## src/rtl/ttl_pkg.sv

```systemverilog
// Shared FSM state encoding for the chip-select arbiter.
package ttl_pkg;
    typedef enum logic [1:0] {
        IDLE    = 2'd0,
        SETUP   = 2'd1,
        ACTIVE  = 2'd2,
        RECOVER = 2'd3
    } cs_state_t;
endpackage

```

## src/rtl/chip_select_arbiter_rr_pick.sv

```systemverilog
// Combinational round-robin picker: first set request at or above PTR, wrapping to 0.
module rr_pick #(
    parameter int WIDTH     = 8,
    parameter int SEL_WIDTH = $clog2(WIDTH)
) (
    input  logic [WIDTH-1:0]     REQ,
    input  logic [SEL_WIDTH-1:0] PTR,
    output logic [SEL_WIDTH-1:0] winner,
    output logic                 any
);

    function automatic int wrap_idx(input logic [SEL_WIDTH-1:0] base, input int off);
        int s;
        s = int'(base) + off;
        if (s >= WIDTH) s = s - WIDTH;
        return s;
    endfunction

    // Scan from the farthest offset down so the nearest request to PTR is written last.
    always_comb begin
        winner = '0;
        any    = |REQ;
        for (int i = WIDTH - 1; i >= 0; i--) begin
            if (REQ[wrap_idx(PTR, i)]) winner = SEL_WIDTH'(wrap_idx(PTR, i));
        end
    end

endmodule

```

## src/rtl/chip_select_arbiter.sv

```systemverilog
// Round-robin chip-select arbiter driving a '138-style decoder (A, G1, G2A, G2B)
// through IDLE -> SETUP -> ACTIVE -> RECOVER with a bounded hold time.
module chip_select_arbiter
    import ttl_pkg::*;
#(
    parameter int WIDTH     = 8,
    parameter int MAX_HOLD  = 16,
    localparam int SEL_WIDTH = $clog2(WIDTH)
) (
    input  logic                 CLK,
    input  logic                 CLR_n,
    input  logic                 EN,
    input  logic [WIDTH-1:0]     REQ,
    output logic [SEL_WIDTH-1:0] A,
    output logic                 G1,
    output logic                 G2A,
    output logic                 G2B,
    output logic                 GNT_VALID,
    output logic                 TOUT,
    output cs_state_t            DBG_STATE
);

    localparam int CNT_W = (MAX_HOLD > 1) ? $clog2(MAX_HOLD) : 1;

    cs_state_t            state_q;
    logic [SEL_WIDTH-1:0] a_q;
    logic [SEL_WIDTH-1:0] ptr_q;
    logic [CNT_W-1:0]     cnt_q;
    logic                 g1_q, g2a_q, g2b_q, gv_q, tout_q;

    logic [SEL_WIDTH-1:0] winner;
    logic                 any_req;
    logic                 req_drop;
    logic                 hold_done;
    logic [SEL_WIDTH-1:0] ptr_next;

    rr_pick #(.WIDTH(WIDTH), .SEL_WIDTH(SEL_WIDTH)) u_pick (
        .REQ    (REQ),
        .PTR    (ptr_q),
        .winner (winner),
        .any    (any_req)
    );

    assign req_drop  = !REQ[a_q];
    assign hold_done = (cnt_q == CNT_W'(MAX_HOLD - 1));
    assign ptr_next  = (a_q == SEL_WIDTH'(WIDTH - 1)) ? '0 : a_q + SEL_WIDTH'(1);

    // A only moves on the IDLE/RECOVER -> SETUP edge, when the decoder is already disabled.
    always_ff @(posedge CLK or negedge CLR_n) begin
        if (!CLR_n) begin
            state_q <= IDLE;
            a_q     <= '0;
            ptr_q   <= '0;
            cnt_q   <= '0;
            g1_q    <= 1'b0;
            g2a_q   <= 1'b1;
            g2b_q   <= 1'b1;
            gv_q    <= 1'b0;
            tout_q  <= 1'b0;
        end else begin
            tout_q <= 1'b0;
            case (state_q)
                IDLE, RECOVER: begin
                    if (EN && any_req) begin
                        a_q     <= winner;
                        state_q <= SETUP;
                    end else begin
                        state_q <= IDLE;
                    end
                end
                SETUP: begin
                    state_q <= ACTIVE;
                    cnt_q   <= '0;
                    g1_q    <= 1'b1;
                    g2a_q   <= 1'b0;
                    g2b_q   <= 1'b0;
                    gv_q    <= 1'b1;
                end
                ACTIVE: begin
                    if (req_drop || hold_done) begin
                        state_q <= RECOVER;
                        ptr_q   <= ptr_next;
                        g1_q    <= 1'b0;
                        g2a_q   <= 1'b1;
                        g2b_q   <= 1'b1;
                        gv_q    <= 1'b0;
                        // A release coinciding with expiry is not a timeout.
                        tout_q  <= hold_done && !req_drop;
                    end else begin
                        cnt_q <= cnt_q + CNT_W'(1);
                    end
                end
                default: state_q <= IDLE;
            endcase
        end
    end

    assign A         = a_q;
    assign G1        = g1_q;
    assign G2A       = g2a_q;
    assign G2B       = g2b_q;
    assign GNT_VALID = gv_q;
    assign TOUT      = tout_q;
    assign DBG_STATE = state_q;

endmodule

```

## config.mk

```make
export PLATFORM = sky130hd
export DESIGN_NAME = chip_select_arbiter
export DESIGN_NICKNAME = d
export VERILOG_FILES = /design/src/rtl/ttl_pkg.sv /design/src/rtl/chip_select_arbiter_rr_pick.sv /design/src/rtl/chip_select_arbiter.sv
export SDC_FILE = /design/constraint.sdc
export NUM_CORES = 1
export LEC_CHECK = 0
export BUFFER_PORTS_ARGS = -buffer_cell sky130_fd_sc_hd__buf_4
export CAP_MARGIN = 0
export CORE_UTILIZATION = 40
export CTS_CLUSTER_DIAMETER = 200
export DETAILED_ROUTE_END_ITERATION = 10
export HOLD_SLACK_MARGIN = 0.15
export PLACE_DENSITY = 0.7
export SLEW_MARGIN = 0
export SYNTH_ARGS = -nofsm -noshare
export SYNTH_HDL_FRONTEND = slang
export SYNTH_SLANG_ARGS = --single-unit
```

## constraint.sdc

```tcl
create_clock -name CLK -period 2.8 [get_ports CLK]
set_input_delay 0.56 -clock CLK [delete_from_list [all_inputs] [get_ports CLK]]
set_output_delay 0.56 -clock CLK [all_outputs]
set_load 0.01 [all_outputs]
```

# Word-level counts from Yosys, hierarchy flattened
# Cells that the tools add are included.
# classes
n_addsub,17
multipliers,0
reduce_logical,12
bitwise,0
div,0
n_shift,0
n_mux,54
n_lt_le_gt_ge,17
n_eq_ne,7
# ops
op,n
"32-bit by 5-bit < comparator with 1-bit output, second input constant",8
32-bit two-way mux,8
"32-bit by 5-bit >= comparator with 1-bit output, second input constant",7
"32-bit by 5-bit subtractor with 32-bit output, second input constant",7
1-bit binary-select mux with 3-bit select,9
3-bit two-way mux,9
1-bit two-way mux,22
"3-bit by 3-bit adder with 4-bit output, second input constant",4
"3-bit by 2-bit adder with 4-bit output, second input constant",2
4-bit one-hot mux with 2 select lines,1
2-bit AND reduction,4
8-bit OR reduction,1
2-bit one-hot mux with 3 select lines,1
"3-bit by 4-bit subtractor with 5-bit output, second input constant",1
"3-bit by 1-bit adder with 4-bit output, second input constant",1
"4-bit by 1-bit adder with 4-bit output, second input constant",1
"2-bit == test, second input constant",2
"4-bit == test, second input constant",1
"3-bit by 4-bit >= comparator with 1-bit output, second input constant",1
"3-bit by 4-bit < comparator with 1-bit output, second input constant",1
4-bit two-way mux,1
"2-bit != test, second input constant",2
1-bit one-hot mux with 2 select lines,2
"3-bit by 1-bit adder with 3-bit output, second input constant",1
other kinds (9),10
# totals
n_memories,0
output_inout_bits,10
register_bits,15
input_bits,11
ramBits,0
elab_cells,114
romBits,0
latch_bits,0

# Depth between registers and ports, before layout
# Gate-level depths: netlist (run 1).
# logic_depth
ltp_word,14
depth_mapped,11

# Modules after synthesis
# From an unflattened synthesis (run 1), not the netlist that was laid out.
# hier_totals
cells_unflattened,170
area_unflattened_um2,1697.9
# by_module_without_submodules
module,seq_area_each_um2,n_inst,area_each_um2,cells_each
chip_select_arbiter,376.6,1,905.9,85
rr_pick,0.0,1,792.0,85

# Worst setup path before layout (run 1)
# No wires, ideal clock.
# synth_timing
path_kind,register to register
from,register ptr_q[0]
to,"register a_q[1], in the netlist A[1]"
path_stages_with_launch,11
setup_time_ns,0.131
arrival_time_ns,2.428
slack_ns,0.241
n_path_buf,3
path_cell_list,dfrtp_1 -> buf_6 -> buf_4 -> inv_1 -> ha_1 -> clkbuf_1 -> mux4_2 -> mux2i_1 -> mux2_2 -> a21oi_1 -> a31oi_1
# synth_between
elab_chain_len,14
elab_cells_between_ends,63
cone_classes,15 x add/sub; 8 x order compare; 40 x mux
# synth_rtl
item,line,text
"start, declared",chip_select_arbiter.sv:27,logic [SEL_WIDTH-1:0] ptr_q;
"start signal, assigned",chip_select_arbiter.sv:82,ptr_q <= ptr_next;
3-bit by 3-bit adder with 4-bit output,chip_select_arbiter_rr_pick.sv:14,s = int'(base) + off;
32-bit by 5-bit subtractor with 32-bit output / 32-bit by 5-bit >= comparator with 1-bit output (equally long branches),chip_select_arbiter_rr_pick.sv:15,if (s >= WIDTH) s = s - WIDTH;
32-bit two-way mux,chip_select_arbiter_rr_pick.sv:15,
1-bit binary-select mux with 3-bit select,chip_select_arbiter_rr_pick.sv:24,"if (REQ[wrap_idx(PTR, i)]) winner = SEL_WIDTH'(wrap_idx(PTR, i));"
1-bit two-way mux (implied by the code) (2 in a row),chip_select_arbiter_rr_pick.sv:24,
3-bit two-way mux (7 in a row),chip_select_arbiter_rr_pick.sv:24,
3-bit two-way mux *,chip_select_arbiter_rr_pick.sv:24,
"end signal, assigned",chip_select_arbiter.sv:65,a_q <= winner;
"end, declared",chip_select_arbiter.sv:26,logic [SEL_WIDTH-1:0] a_q;
# Mark *: on every way between the ends. The rest lies on a longest branch, timed or not. The select of a mux whose other input is x is not followed.
# A chain may end at the register's enable or synchronous reset.

# Final worst setup path (run 1)
# Same ends and word-level chain as after synthesis.

==> qor.yml, run 1 <==
grt_usage: 0.199
drive_above_1_share: 0.266
crit_fanout: 16
ys_async_sr_fraction: 1.00
synth_edf_count: 0
whs_ns: 0.150
startpoint: "ptr_q[0]$_DFFE_PN0P_"
synth_top_area_frac: 0.222
max-vdd-ir-drop_v: 0.000571
reg2regPathDepth: 7
gp_congestion: 0.859
tightest_slew_ns: 0.740
firstDrtPassIters: 4
status: "finished, final reports clean"
clock-sinks: 15
synth_simple_gate_area_frac: 0.142
drt-total-wl_um: 3990
rsz0062_at_grt: "no"
setup_viol: 0
grt_pass1_vias: 1308
ys_seq_area_frac: 0.238
syn_nets: 182
yosysUniqueCellTypes: 51
cp_cell_sequence: "buf_4 -> ha_1 -> xor2_1 -> mux2i_1 -> mux2_2 -> a21oi_1 -> a31oi_1"
end_kind: "flop"
p_leak_nw: 0.785
clockBufferDepth: 2
ys_ff_latch: 15
antenna_found_initial: 0
fin_crit_ns: 2.36
portBuffers: 20
grt_pass1_wl_um: 6470
coreArea_um2: 3720
syn_area_um2: 1580
r2r_start: "ptr_q[0]$_DFFE_PN0P_"
syn_area_per_cell_um2: 9.64
dp_hpwl_um: 2990
design_area_um2: 1810
htree_levels: 1
synth_most_common_cell: "nand2_1"
start_util: 0.426
root_buffer: "clkbuf_8"
synth_compound_area_frac: 0.195
wire_per_inst_um: 17.2
die_area_um2: 4210
reg2reg_to: "A[1]$_DFFE_PN0P_"
dr_total_vias: 1402
crit_path_start_kind: "flop"
slowest_delay_ns: 0.40
synthTopCellsByCount: "nand2_1, dfrtp_1, o21ai_0"
ys_dominant_reg_cell: "dfrtp_1"
drv_cap: 0
utilization: 0.488
cts_setup_buffers: 0
crit_type: "reg -> reg"
cp-endpoint: "A[1]$_DFFE_PN0P_"
setup_tns_ns: 0
cts_tree: "built"
worstPathArrival_ns: 2.48
min_period_over_period: 0.841
die_h_um: 64.9
io_pins: 21
dr.first_iter.drc_count: 119
synthMuxAreaShare: 0.290
crit_path_top_delay_cell: "mux2i_1"
hold_viol_final: 0
rrSetupSlack_ns: 0.44
yosysWarnings: 0
synth_area_leaders: "dfrtp_1, mux4_2, ha_1"
grt_max_degree: 17
relSlewSlack: 0.503
power_density_nw_per_um2: 1270
postCtsHoldBufs: 0
hp-class: "in -> async"
viasPerCell: 6.04
globalRouteOverflowTotal: 0
synth_xor_area_frac: 0.0222
postPlaceCellArea_um2: 1770
fin_skew_ns: 0.00780
synthAdderAreaFrac: 0.0554
clk_pin_slew_ns: 0.07
crit_required_ns: 2.92
cts_made_buffers: 3
drcViolationCount: 0
yosys.area.top_type: "dfrtp_1"
synth_top_family_by_area: "multiplexers"
die_x_um: 64.9
clkLatencyLatePin_ns: 0.25
final_nets: 203
areaGrowthSynthToFinish_pct: 14.6
cts-resized-gates: 0
drv_slew: 0
syn_inst: 164
rows: 22
antenna_cells: 0
postRouteAntennaNets: 0
fmax_ghz: 0.425
## metal layers
layer | part of all wire | global-route usage | vias to the layer above
li1 | - | - | 669
met3 | 0.047 | 0.0194 | 2
met4 | 0.0043 | 0.0472 | 0
met5 | 0 | 0 | -
met2 | 0.48 | 0.316 | 42
met1 | 0.47 | 0.287 | 689
## logic make-up (layout without fill, tap and decap cells)
| group | Yosys count | in the layout |
|---|---|---|
| xor gates and xnor gates | 4 | 4 |
| adders and majority gates | 7 | 7 |
| muxes | 28 | 28 |
| and+or+nand+nor | 48 | 48 |
| DFF | 15 | 15 |
| buffers and inverters | 17 | 37 |
| AOI/OAI and AO/OA | 45 | 45 |
## placed cells by master, fill, tap and decap left out, types with 2 or more instances in the layout
cell       instances
mux2_2             6
dfrtp_1           14
nor2_1            11
buf_4             24
mux2i_1            8
nand2b_1           5
a21oi_1            3
nand3_1            2
and2_1             2
inv_1              8
a2bb2oi_1          2
clkbuf_8           3
o21ai_0           14
a211oi_1           2
xor2_1             4
mux4_2            12
nor3b_1            2
o22ai_1            2
nand2_1           20
a31oi_1            3
ha_1               7
## sequential cells by signal, summed over array words and instances (netlist names)
name / flops
TOUT: 1
G2B: 1
DBG_STATE: 2
cnt_q: 4
GNT_VALID: 1
ptr_q: 3
A: 3
## worst max-delay path: cells and delay by family (launching register included)
family          cells  cell delay (ns)
mux                 2             0.78
xor+xnor            1             0.38
flops               1             0.34
fa+ha+maj           1             0.28
buf+inv             1             0.26
compound gates      2             0.19
## report_power, final
| part | switching, mW | total [mW] | leakage [nW] | internal (mW) |
|---|---|---|---|---|
| clock | 0.0769 | 0.175 | 0.0255 | 0.0985 |
| sequential | 0.117 | 0.435 | 0.185 | 0.317 |
| combinational | 0.901 | 1.69 | 0.574 | 0.791 |
## worst min-delay path by stage
stage	startpoint	end	slack, ns
4_1_cts	CLR_n	DBG_STATE[1]$_DFFE_PN0P_	0.15
2_1_floorplan	CLR_n	A[0]$_DFFE_PN0P_	0.26
5_1_grt	CLR_n	GNT_VALID$_DFFE_PN0P_	0.16
3_3_place_gp	CLR_n	DBG_STATE[1]$_DFFE_PN0P_	0.42
3_5_place_dp	CLR_n	DBG_STATE[1]$_DFFE_PN0P_	0.43
6_report	CLR_n	DBG_STATE[1]$_DFFE_PN0P_	0.15
## through the flow
| step | instances | power, mW | setup slack, ns |
|---|---|---|---|
| after floorplan | 164 | 1.71 | 0.241 |
| after global placement | 228 | 2.07 | 0.479 |
| after detailed placement | 228 | 2.10 | 0.461 |
| after CTS | 232 | 2.29 | 0.453 |
| after global routing | 232 | 2.49 | 0.235 |
| final | 232 | 2.30 | 0.445 |
## area by class of cell
cell class                      count  area [um2]
Sequential cell                    15         377
Multi-Input combinational cell    132        1110
Tap cell                           48        60.1
Fill cell                         344        1900
Inverter                            9        33.8
Clock buffer                        3        41.3
Clock inverter                      1        5.00
Timing Repair Buffer               24         180
No activity file was read; power rests on OpenSTA's default activity.
==> run 2: changes to the inputs <==
==> constraint.sdc (replaced) <==
create_clock -name CLK -period 2.2 [get_ports CLK]
set_input_delay 0.44 -clock CLK [delete_from_list [all_inputs] [get_ports CLK]]
set_output_delay 0.44 -clock CLK [all_outputs]
set_load 0.01 [all_outputs]
==> qor.yml, run 2 (synthesized netlist as in run 1, its figures left out) <==
root_buffer: "clkbuf_8"
grt_pass1_vias: 1504
coreArea_um2: 3720
clockBufferDepth: 2
postPlaceCellArea_um2: 1900
io_pins: 21
status: "finished, final reports clean"
clock-sinks: 15
crit_path_start_kind: "flop"
grt_max_degree: 16
globalRouteOverflowTotal: 0
layout_commonest_cell: "buf_4"
max-vdd-ir-drop_v: 0.000706
cts_made_buffers: 3
p_seq_frac: 0.167
fin_skew_ns: 0.00103
p_sw_frac: 0.453
postRouteAntennaNets: 0
p_comb_frac: 0.765
r2r_start: "ptr_q[0]$_DFFE_PN0P_"
setup_tns_ns: 0
drive_above_1_share: 0.369
end_kind: "flop"
drcViolationCount: 0
cp-endpoint: "A[1]$_DFFE_PN0P_"
tightest_slew_ns: 0.477
internal_power_mw: 1.88
rsz0062_at_grt: "yes"
drt-total-wl_um: 4370
n_fill_cell: 345
final_nets: 217
wire_per_inst_um: 17.8
clkLatencyLatePin_ns: 0.25
start_util: 0.426
fmax_ghz: 0.460
p_leak_nw: 0.863
die_area_um2: 4210
fin_crit_ns: 2.17
min_period_over_period: 0.988
p_total_mw: 3.43
reg2regPathDepth: 6
viasPerCell: 6.15
final_cell_mix: "buf_4, nand2_1, dfrtp_1, mux4_2, o21ai_0"
dp_cells: 239
rrSetupSlack_ns: 0.03
hold_viol_final: 0
firstDrtPassIters: 4
crit_fanout: 9
reg2reg_to: "A[1]$_DFFE_PN0P_"
crit_required_ns: 2.38
dr.first_iter.drc_count: 71
grt_usage: 0.232
fin_cells: 246
gp_congestion: 0.862
areaGrowthSynthToFinish_pct: 25.9
cts_tree: "built"
die_x_um: 64.9
relSlewSlack: 0.680
drv_slew: 0
worstPathArrival_ns: 2.35
clk_pin_slew_ns: 0.07
power.switching_mw: 1.55
grt_pass1_wl_um: 7300
die_h_um: 64.9
top_register: "cnt_q"
crit_type: "reg -> reg"
design_area_um2: 1990
htree_levels: 1
antenna_cells: 0
antenna_found_initial: 0
startpoint: "ptr_q[0]$_DFFE_PN0P_"
rows: 22
dp_hpwl_um: 3380
largest_register_ffs: 4
power_density_nw_per_um2: 1720
dr_total_vias: 1513
drv_cap: 0
setup_viol: 0
portBuffers: 20
clkPwrFrac: 0.069
hp-class: "reg -> reg"
## run 2: final cells by class
class | count | area (um2) | share of cell area
Multi-Input combinational cell | 132 | 1170 | 0.586
Sequential cell | 15 | 378 | 0.190
Timing Repair Buffer | 38 | 300 | 0.151
Tap cell | 48 | 60.1 | 0.0302
Clock buffer | 3 | 41.3 | 0.0207
Inverter | 9 | 40.0 | 0.0201
Clock inverter | 1 | 5.00 | 0.00251
## run 2: how the worst min path moves through the flow
| stage | start | end | depth (start not counted) |
|---|---|---|---|
| global placement | CLR_n | DBG_STATE[1]$_DFFE_PN0P_ | 1 |
| global route | GNT_VALID$_DFFE_PN0P_ | GNT_VALID$_DFFE_PN0P_ | 1 |
| floorplan | CLR_n | A[0]$_DFFE_PN0P_ | 0 |
| detailed placement | CLR_n | DBG_STATE[1]$_DFFE_PN0P_ | 1 |
| CTS | GNT_VALID$_DFFE_PN0P_ | GNT_VALID$_DFFE_PN0P_ | 1 |
| finish | DBG_STATE[1]$_DFFE_PN0P_ | DBG_STATE[1]$_DFFE_PN0P_ | 1 |
## run 2: worst max-delay path, cell delays in order (launching register included)
cell and delay [ns]:
dfrtp_2 0.44, buf_12 0.15, mux4_2 0.51, mux2_4 0.31
nor2_4 0.11, or4b_1 0.45, a31oi_1 0.13
## run 2: what timing repair did
item	CTS	global route
hold endpoints to repair	14	0
buffers inserted	1	1
endpoints found under the setup margin	1	6
hold buffers	1	0
resized for setup	1	8
## run 2: through the flow
stage	hold WS (ns)	utilization	worst slack, ns
global placement	0.310	0.512	0.0110
global route	0.560	0.536	-0.0904
floorplan	0.144	-	-0.0573
finish	0.535	0.536	0.0260
CTS	0.541	0.529	0.00778
detailed placement	0.315	0.512	-0.0572
## run 2: power by group through the flow
stage / Sequential (mW) / Clock (mW) / Combinational [mW]
finish: 0.572 / 0.236 / 2.62
global route: 0.593 / 0.246 / 2.87
CTS: 0.571 / 0.242 / 2.53
detailed placement: 0.572 / 0 / 2.51
global placement: 0.561 / 0 / 2.44
floorplan: 0.540 / 0 / 1.83
## run 2: per-layer routing
metal  vias to the layer above  share of wire  global-route usage
met4                         0          0.024              0.0806
li1                        693              -                   -
met3                        11          0.068              0.0546
met2                        55           0.50               0.387
met1                       754           0.41               0.290
met5                         -              0                   0
==> run 3: changes to the inputs <==
--- a/config.mk
+++ b/config.mk
@@ -12,6 +12,7 @@
 export DETAILED_ROUTE_END_ITERATION = 10
 export HOLD_SLACK_MARGIN = 0.15
 export PLACE_DENSITY = 0.7
+export REMOVE_ABC_BUFFERS = 1
 export SLEW_MARGIN = 0
 export SYNTH_ARGS = -nofsm -noshare
 export SYNTH_HDL_FRONTEND = slang
==> qor.yml, run 3 (synthesized netlist as in run 1, its figures left out) <==
die_area_um2: 4210
status: "finished, final reports clean"
power_density_nw_per_um2: 1740
min_period_over_period: 0.993
relSlewSlack: 0.513
p_leak_nw: 0.909
p_seq_frac: 0.150
p_total_mw: 3.59
final_cell_mix: "buf_4, nand2_1, o21ai_0"
p_sw_frac: 0.446
fin_skew_ns: 0.00191
viasPerCell: 6.07
drive_above_1_share: 0.396
io_pins: 21
fmax_ghz: 0.458
drv_cap: 0
gp_congestion: 0.875
layout_commonest_cell: "buf_4"
crit_path_start_kind: "flop"
grt_max_degree: 16
start_util: 0.426
clk_pin_slew_ns: 0.06
fin_crit_ns: 2.18
coreArea_um2: 3720
antenna_found_initial: 0
cts_made_buffers: 3
areaGrowthSynthToFinish_pct: 30.4
portBuffers: 20
clkLatencyLatePin_ns: 0.25
internal_power_mw: 1.99
drcViolationCount: 0
postRouteAntennaNets: 0
crit_required_ns: 2.33
power.switching_mw: 1.60
utilization: 0.555
globalRouteOverflowTotal: 0
whs_ns: 0.531
grt_pass1_vias: 1542
dp_hpwl_um: 3230
max-vdd-ir-drop_v: 0.000750
clkPwrFrac: 0.064
antenna_cells: 0
dr.first_iter.drc_count: 71
top_register: "cnt_q"
rsz0062_at_grt: "yes"
drt-total-wl_um: 4410
cts_tree: "built"
rows: 22
worstPathArrival_ns: 2.31
n_fill_cell: 325
tightest_slew_ns: 0.726
drv_slew: 0
final_nets: 226
hp-class: "reg -> reg"
largest_register_ffs: 4
dr_total_vias: 1549
end_kind: "flop"
clockBufferDepth: 2
firstDrtPassIters: 4
crit_type: "reg -> reg"
htree_levels: 1
die_x_um: 64.9
crit_fanout: 6
hold_viol_final: 0
grt_pass1_wl_um: 7230
setup_viol: 0
wire_per_inst_um: 17.3
clock-sinks: 15
root_buffer: "clkbuf_8"
grt_usage: 0.222
die_h_um: 64.9
p_comb_frac: 0.786
[run 3: changes by cell type in the layout (fill, tap and decap cells not counted), moves of 2 or more]
cell	before	now
buf_6	0	3
o21ai_1	3	1
o21ai_0	12	14
inv_2	0	2
buf_4	36	43
[run 3: what timing repair did]
item,CTS,global route
hold buffers,1,0
resized for setup,3,18
setup endpoints to repair,1,3
endpoints found under the hold margin,14,0
setup buffers,2,3
pin swaps,0,4
cloned,1,0
[run 3: final cells by class]
cell class | count | area, um2 | share of cell area
multi-input cells | 132 | 1180 | 0.570
clock inverters | 1 | 5.00 | 0.00243
clock buffers | 3 | 41.3 | 0.0200
flip-flops and latches | 15 | 379 | 0.184
inverters | 9 | 33.8 | 0.0164
repair buffers | 47 | 367 | 0.178
well taps | 48 | 60.1 | 0.0291
[run 3: metal layers]
metal	share of wire	track usage	vias up
li1	-	-	716
met1	0.42	0.270	754
met2	0.50	0.400	64
met3	0.053	0.0194	15
met4	0.027	0.0833	0
met5	0	0	-
[run 3: power by group through the flow]
stage	sequential, mW	clock (mW)	combinational (mW)
after floorplan	0.637	0	1.47
after global routing	0.559	0.240	3.08
after global placement	0.520	0	2.33
after detailed placement	0.530	0	2.41
after CTS	0.530	0.229	2.51
final	0.538	0.228	2.82
[run 3: worst max-delay path: stages (launching register included)]
cell     delay [ns]
dfrtp_2        0.40
buf_6          0.14
buf_6          0.10
mux4_2         0.55
mux2_4         0.31
inv_1          0.05
nand2_1        0.09
nor4_2         0.29
a31oi_1        0.11
[run 3: worst paths after layout]
| path | start | endpoint | slack (ns) | depth (start not counted) |
|---|---|---|---|---|
| worst max-delay path | ptr_q[0]$_DFFE_PN0P_ | A[1]$_DFFE_PN0P_ | 0.02 | 8 |
| worst min-delay path | G2B$_DFFE_PN1P_ | G2B$_DFFE_PN1P_ | 0.53 | 2 |
| worst max register to register | ptr_q[0]$_DFFE_PN0P_ | A[1]$_DFFE_PN0P_ | 0.02 | 8 |
| worst min register to register | G2B$_DFFE_PN1P_ | G2B$_DFFE_PN1P_ | 0.53 | 2 |
| max in group asynchronous | CLR_n | G2B$_DFFE_PN1P_ | 1.37 | 2 |
| min in group asynchronous | CLR_n | TOUT$_DFF_PN0_ | 0.58 | 2 |
[run 3: stage by stage]
stage / TNS, ns / cell area, um2 / setup WS, ns / std cells
final: 0 / 2060 / 0.0157 / 255
after global routing: -0.105 / 2060 / -0.0925 / 255
after CTS: 0 / 1980 / 0.00603 / 252
after detailed placement: -0.0532 / 1890 / -0.0532 / 244
after global placement: 0 / 1890 / 0.0172 / 244
after floorplan: -1.20 / 1530 / -0.468 / 156
